[src/rtl/mul32_arbiter.sv]
// mul32_arbiter: two requesters share one combinational 32x32 multiplier.
// A round-robin grant in IDLE latches the operands. The product settles for
// SETTLE_CYC cycles before it is captured into the response registers.
// The response is then held until the consumer takes it.
// Optional feature: define MUL32_ARB_ZERO_SKIP_EN to skip the settle window
// when either granted operand is zero. The result is then 0.

module mul32 (
  input  logic [31:0] a,
  input  logic [31:0] b,
  input  logic        mode,
  output logic [63:0] p
);
  logic [63:0] a_ext;
  logic [63:0] b_ext;

  // Extend to 64 bits so one multiply serves both modes.
  // The low 64 bits of the wide product are exact for signed and unsigned.
  always_comb begin
    a_ext = {{32{mode & a[31]}}, a};
    b_ext = {{32{mode & b[31]}}, b};
    p     = a_ext * b_ext;
  end
endmodule

// state | meaning
// IDLE  | waiting for a request; ready offered to the granted requester
// WAIT  | operands latched, multiplier settling, cnt counting down to 0
// RESP  | result held on rsp_* until rsp_ready
module mul32_arbiter #(
  parameter int SETTLE_CYC = 2
) (
  input  logic        clk,
  input  logic        rst_n,
  input  logic        req0_valid,
  output logic        req0_ready,
  input  logic [31:0] req0_a,
  input  logic [31:0] req0_b,
  input  logic        req0_mode,
  input  logic        req1_valid,
  output logic        req1_ready,
  input  logic [31:0] req1_a,
  input  logic [31:0] req1_b,
  input  logic        req1_mode,
  output logic        rsp_valid,
  input  logic        rsp_ready,
  output logic        rsp_id,
  output logic [31:0] rsp_hi,
  output logic [31:0] rsp_lo,
  output logic        busy
);
  localparam int CNT_W = (SETTLE_CYC > 1) ? $clog2(SETTLE_CYC) : 1;

  typedef enum logic [1:0] {IDLE = 2'd0, WAIT = 2'd1, RESP = 2'd2} state_t;

  state_t             state_q, state_d;
  logic               rr_ptr_q, rr_ptr_d;
  logic               id_q, id_d;
  logic [31:0]        a_q, a_d;
  logic [31:0]        b_q, b_d;
  logic               mode_q, mode_d;
  logic [CNT_W-1:0]   cnt_q, cnt_d;
  logic               rsp_valid_q, rsp_valid_d;
  logic               rsp_id_q, rsp_id_d;
  logic [31:0]        rsp_hi_q, rsp_hi_d;
  logic [31:0]        rsp_lo_q, rsp_lo_d;
  logic               busy_q, busy_d;

  logic               grant;
  logic               accept;
  logic [31:0]        sel_a;
  logic [31:0]        sel_b;
  logic               sel_mode;
  logic [63:0]        product;

  // Arbitration: a lone requester always wins; rr_ptr only breaks ties.
  always_comb begin
    if (req0_valid && req1_valid) grant = rr_ptr_q;
    else                          grant = req1_valid;
    req0_ready = (state_q == IDLE) && req0_valid && !grant;
    req1_ready = (state_q == IDLE) && req1_valid &&  grant;
    accept     = req0_ready || req1_ready;
    sel_a      = grant ? req1_a    : req0_a;
    sel_b      = grant ? req1_b    : req0_b;
    sel_mode   = grant ? req1_mode : req0_mode;
  end

  // The multiplier only ever sees latched operands, never the live request buses.
  mul32 u_mul32 (
    .a    (a_q),
    .b    (b_q),
    .mode (mode_q),
    .p    (product)
  );

  // Next-state and next-output logic for the sequencing FSM.
  always_comb begin
    state_d     = state_q;
    rr_ptr_d    = rr_ptr_q;
    id_d        = id_q;
    a_d         = a_q;
    b_d         = b_q;
    mode_d      = mode_q;
    cnt_d       = cnt_q;
    rsp_valid_d = rsp_valid_q;
    rsp_id_d    = rsp_id_q;
    rsp_hi_d    = rsp_hi_q;
    rsp_lo_d    = rsp_lo_q;
    case (state_q)
      IDLE: begin
        if (accept) begin
          a_d      = sel_a;
          b_d      = sel_b;
          mode_d   = sel_mode;
          id_d     = grant;
          rr_ptr_d = ~grant;
`ifdef MUL32_ARB_ZERO_SKIP_EN
          if ((sel_a == 32'd0) || (sel_b == 32'd0)) begin
            rsp_valid_d = 1'b1;
            rsp_id_d    = grant;
            rsp_hi_d    = 32'd0;
            rsp_lo_d    = 32'd0;
            state_d     = RESP;
          end else begin
            cnt_d   = CNT_W'(SETTLE_CYC - 1);
            state_d = WAIT;
          end
`else
          cnt_d   = CNT_W'(SETTLE_CYC - 1);
          state_d = WAIT;
`endif
        end
      end
      WAIT: begin
        if (cnt_q == '0) begin
          rsp_valid_d = 1'b1;
          rsp_id_d    = id_q;
          rsp_hi_d    = product[63:32];
          rsp_lo_d    = product[31:0];
          state_d     = RESP;
        end else begin
          cnt_d = cnt_q - CNT_W'(1);
        end
      end
      RESP: begin
        if (rsp_ready) begin
          rsp_valid_d = 1'b0;
          state_d     = IDLE;
        end
      end
      default: state_d = IDLE;
    endcase
    busy_d = (state_d != IDLE);
  end

  // State and registered outputs; reset discards any in-flight operation.
  always_ff @(posedge clk or negedge rst_n) begin
    if (!rst_n) begin
      state_q     <= IDLE;
      rr_ptr_q    <= 1'b0;
      id_q        <= 1'b0;
      a_q         <= 32'd0;
      b_q         <= 32'd0;
      mode_q      <= 1'b0;
      cnt_q       <= '0;
      rsp_valid_q <= 1'b0;
      rsp_id_q    <= 1'b0;
      rsp_hi_q    <= 32'd0;
      rsp_lo_q    <= 32'd0;
      busy_q      <= 1'b0;
    end else begin
      state_q     <= state_d;
      rr_ptr_q    <= rr_ptr_d;
      id_q        <= id_d;
      a_q         <= a_d;
      b_q         <= b_d;
      mode_q      <= mode_d;
      cnt_q       <= cnt_d;
      rsp_valid_q <= rsp_valid_d;
      rsp_id_q    <= rsp_id_d;
      rsp_hi_q    <= rsp_hi_d;
      rsp_lo_q    <= rsp_lo_d;
      busy_q      <= busy_d;
    end
  end

  assign rsp_valid = rsp_valid_q;
  assign rsp_id    = rsp_id_q;
  assign rsp_hi    = rsp_hi_q;
  assign rsp_lo    = rsp_lo_q;
  assign busy      = busy_q;

endmodule

[config.mk]
export PLATFORM = sky130hd
export DESIGN_NAME = mul32_arbiter
export DESIGN_NICKNAME = d
export VERILOG_FILES = /design/src/rtl/mul32_arbiter.sv
export SDC_FILE = /design/constraint.sdc
export NUM_CORES = 2
export LEC_CHECK = 0
export CAP_MARGIN = 20
export CORE_MARGIN = 5
export CORE_UTILIZATION = 50
export DETAILED_ROUTE_END_ITERATION = 10
export PLACE_DENSITY = 0.79
export SETUP_SLACK_MARGIN = 0.2
export SLEW_MARGIN = 20
export SYNTH_ARGS = -nofsm -noshare
export SYNTH_HDL_FRONTEND = slang
export SYNTH_SLANG_ARGS = --single-unit
[constraint.sdc]
create_clock -name clk -period 9.8 [get_ports clk]
set_input_delay 0.98 -clock clk [delete_from_list [all_inputs] [get_ports clk]]
set_output_delay 0.98 -clock clk [all_outputs]
set_load 0.005 [all_outputs]
==> run metrics <==
unrepaired setup endpoints after global routing false; FFs w/ async S/R, synth 1.000; top area cells in the synthesized netlist fa_1, inv_1, dfrtp_1; post-route ant nets 0; setup TNS 0 ns; count of different cell masters after synthesis 66; largest net degree at the start of global routing 101; Total Die Area 92050 um2; GP Congestion 0.9178; Via density 5.510; type of origin of the critical path register; commonest non-fill, non-tap cells in the layout inv_1, fa_1, nand2_1; initial core utilization 0.5047; I/O pin total 204; R2R setup slack 0.80 ns; Yosys reg bits 137; dominant synthesized flop cell dfrtp_1; warnings from Yosys 0; H-tree levels 4; Placed Instance Area 46160 um2; Net count, final 6120; maximum buffer depth of the clock tree 2; layout cells sized above 1 0.03304; Detailed Route WL 116500 um; GRT Overall Usage 0.2627; Final min period 8.998 ns; Post-route DRC 0; arrival time at the worst endpoint 9.35 ns; CP endpoint kind register; Layout area overhead 8.660%; post-synth top area share 0.5233; vias in the first global route 35350; Worst Path Max Fanout 14; most common cell after layout, fill and taps aside inv_1; CTS tree yes; WL/cell 20.06 um; Synth Instances 4610; Post-CTS Setup Inserts 0; period utilisation layout 0.9181; synthesized area per cell 9.336 um2; Fmax 0.1111 GHz; status finished clean; Worst Hold Class reg -> reg; Final Hold Fails 0; initial antenna violation count 3; synthesized area 43040 um2; hold buffers post-CTS 0; TritonCTS buffer count 17; Worst Skew 0.01826 ns; area leader, netlist fa_1; clk sink count 137; first-pass GRT wire length 188200 um; worst slack at placement 0.6201 ns; setup ws final 0.8025 ns; Critical Path RT 10.15 ns; row count 107; Initial DRC Count 2542; Rel. slew slack 0.2392; die height 303.4 um; setup violators final 0; DP HPWL 95790 um; Skew-Pair Late Insertion Delay 0.48 ns; Worst Max-Slew Pin Slew 1.141 ns; post_cts resized 0; Via Count 31990; EDFF count, synth 0; Clock Tree Root clkbuf_16; sequential area share after synthesis 0.07966; Core Area 85280 um2; Slew Limit Fails 0; total gr overflow 0; Clock Pin Slew Worst Setup and Hold Paths 0.08 ns; drt pass-1 iters 10; WS Path Type reg -> reg; final instance area 46770 um2; IO buf count 203; syn_nets 6082; Die X 303.4 um; max-cap viol count 0
## metal layers
layer | up-vias | wire, um | global-route usage
li1 | 13430 | - | -
met1 | 16600 | 40690 | 0.3132
met2 | 1543 | 58830 | 0.4558
met3 | 430 | 9438 | 0.04858
met4 | 0 | 7523 | 0.1383
met5 | - | 0 | 0
## stage by stage
step / cells / util / hold slack [ns]
5_1_grt: 5805 / 0.5484 / 0.5004
6_report: 5806 / 0.5484 / 0.4682
4_1_cts: 5805 / 0.5483 / 0.4700
3_3_place_gp: 5773 / 0.5412 / 0.4465
3_5_place_dp: 5773 / 0.5412 / 0.4561
2_1_floorplan: 4610 / - / 0.4395
## final cells by class
cell class              count  area [um2]
diodes                      1       2.502
clock inverters            15       173.9
multi-input cells        3042       34270
flip-flops and latches    137        3435
fillers                  7280       38510
inverters                1162        4362
repair buffers            288        2671
clock buffers              17       425.4
well taps                1144        1431
## final timing paths
kind / start / to / cells after the start
max in group asynchronous: rst_n / a_q[8]$_DFFE_PN0P_ / 2
max reg2reg: mode_q$_DFFE_PN0P_ / rsp_hi[29]$_DFFE_PN0P_ / 27
max: mode_q$_DFFE_PN0P_ / rsp_hi[29]$_DFFE_PN0P_ / 27
min reg2reg: rsp_lo[0]$_DFFE_PN0P_ / rsp_lo[0]$_DFFE_PN0P_ / 2
min: rsp_lo[0]$_DFFE_PN0P_ / rsp_lo[0]$_DFFE_PN0P_ / 2
min in group asynchronous: rst_n / rsp_lo[20]$_DFFE_PN0P_ / 1
## critical path, stage by stage (launching register included)
cell and delay, ns:
dfrtp_1 0.52, and2_1 0.54, nand2_1 0.17, inv_1 0.16, fa_1 0.48, fa_1 0.56, fa_2 0.61, inv_1 0.26
fa_2 0.64, buf_4 0.26, inv_1 0.13, fa_1 0.47, fa_1 0.57, inv_1 0.06, fa_1 0.48, inv_1 0.05
fa_1 0.43, ha_1 0.43, nand3_1 0.20, nor4_1 0.45, nand4_1 0.14, a21oi_1 0.16, o31ai_1 0.12, a21oi_1 0.24
o221ai_1 0.24, o21bai_1 0.21, mux2i_1 0.19, nand3_1 0.07
## synth_stat cells, types with 2 or more instances
cell type  count
o41ai_2        2
nand2b_1       4
a211o_1        2
or2_2          9
a21oi_1       54
dfrtp_1      137
a222oi_1      62
o21ai_0       68
or4_1          3
clkbuf_1     261
a311oi_1       2
and4_1         2
ha_1         212
buf_2          8
a41o_1         2
nand4_1       14
xor2_1        29
xnor2_1       47
nor2b_1        6
o21a_1         7
nand2_1      802
and3_1        25
a21o_1        33
o41ai_1        2
or2_1          2
o21ai_4        2
o211ai_1       3
nor3_1         5
and2_1       355
o21bai_1      11
a211oi_1      10
a31oi_1        6
nor4_1         2
o31ai_1        8
o21ai_1       19
nor2_1        56
o221a_2        2
nor3b_1        2
nand3_1       17
inv_1       1162
or3_1          2
fa_1        1125
mux2i_1        5
## cell families after synthesis
family,Yosys count,synth area share
AO/OA/AOI/OAI,313,0.05323
flip-flops,137,0.07966
XOR/XNOR,76,0.01547
AND/OR/NAND/NOR,1311,0.1405
buffers and inverters,1431,0.1250
multiplexers,5,0.001163
adder cells (fa/ha/maj),1337,0.5849
## registers in the layout, summed over array words and instances, names as in the netlist
signal / flops
a_q: 32
b_q: 32
rsp_hi: 32
rsp_lo: 32
state_q: 2
busy: 1
cnt_q: 1
id_q: 1
mode_q: 1
rr_ptr_q: 1
rsp_id: 1
rsp_valid: 1
Power is left out: the tool's default activity adds up to more than one toggle a clock period on the data nets, which glitch-free logic cannot reach.
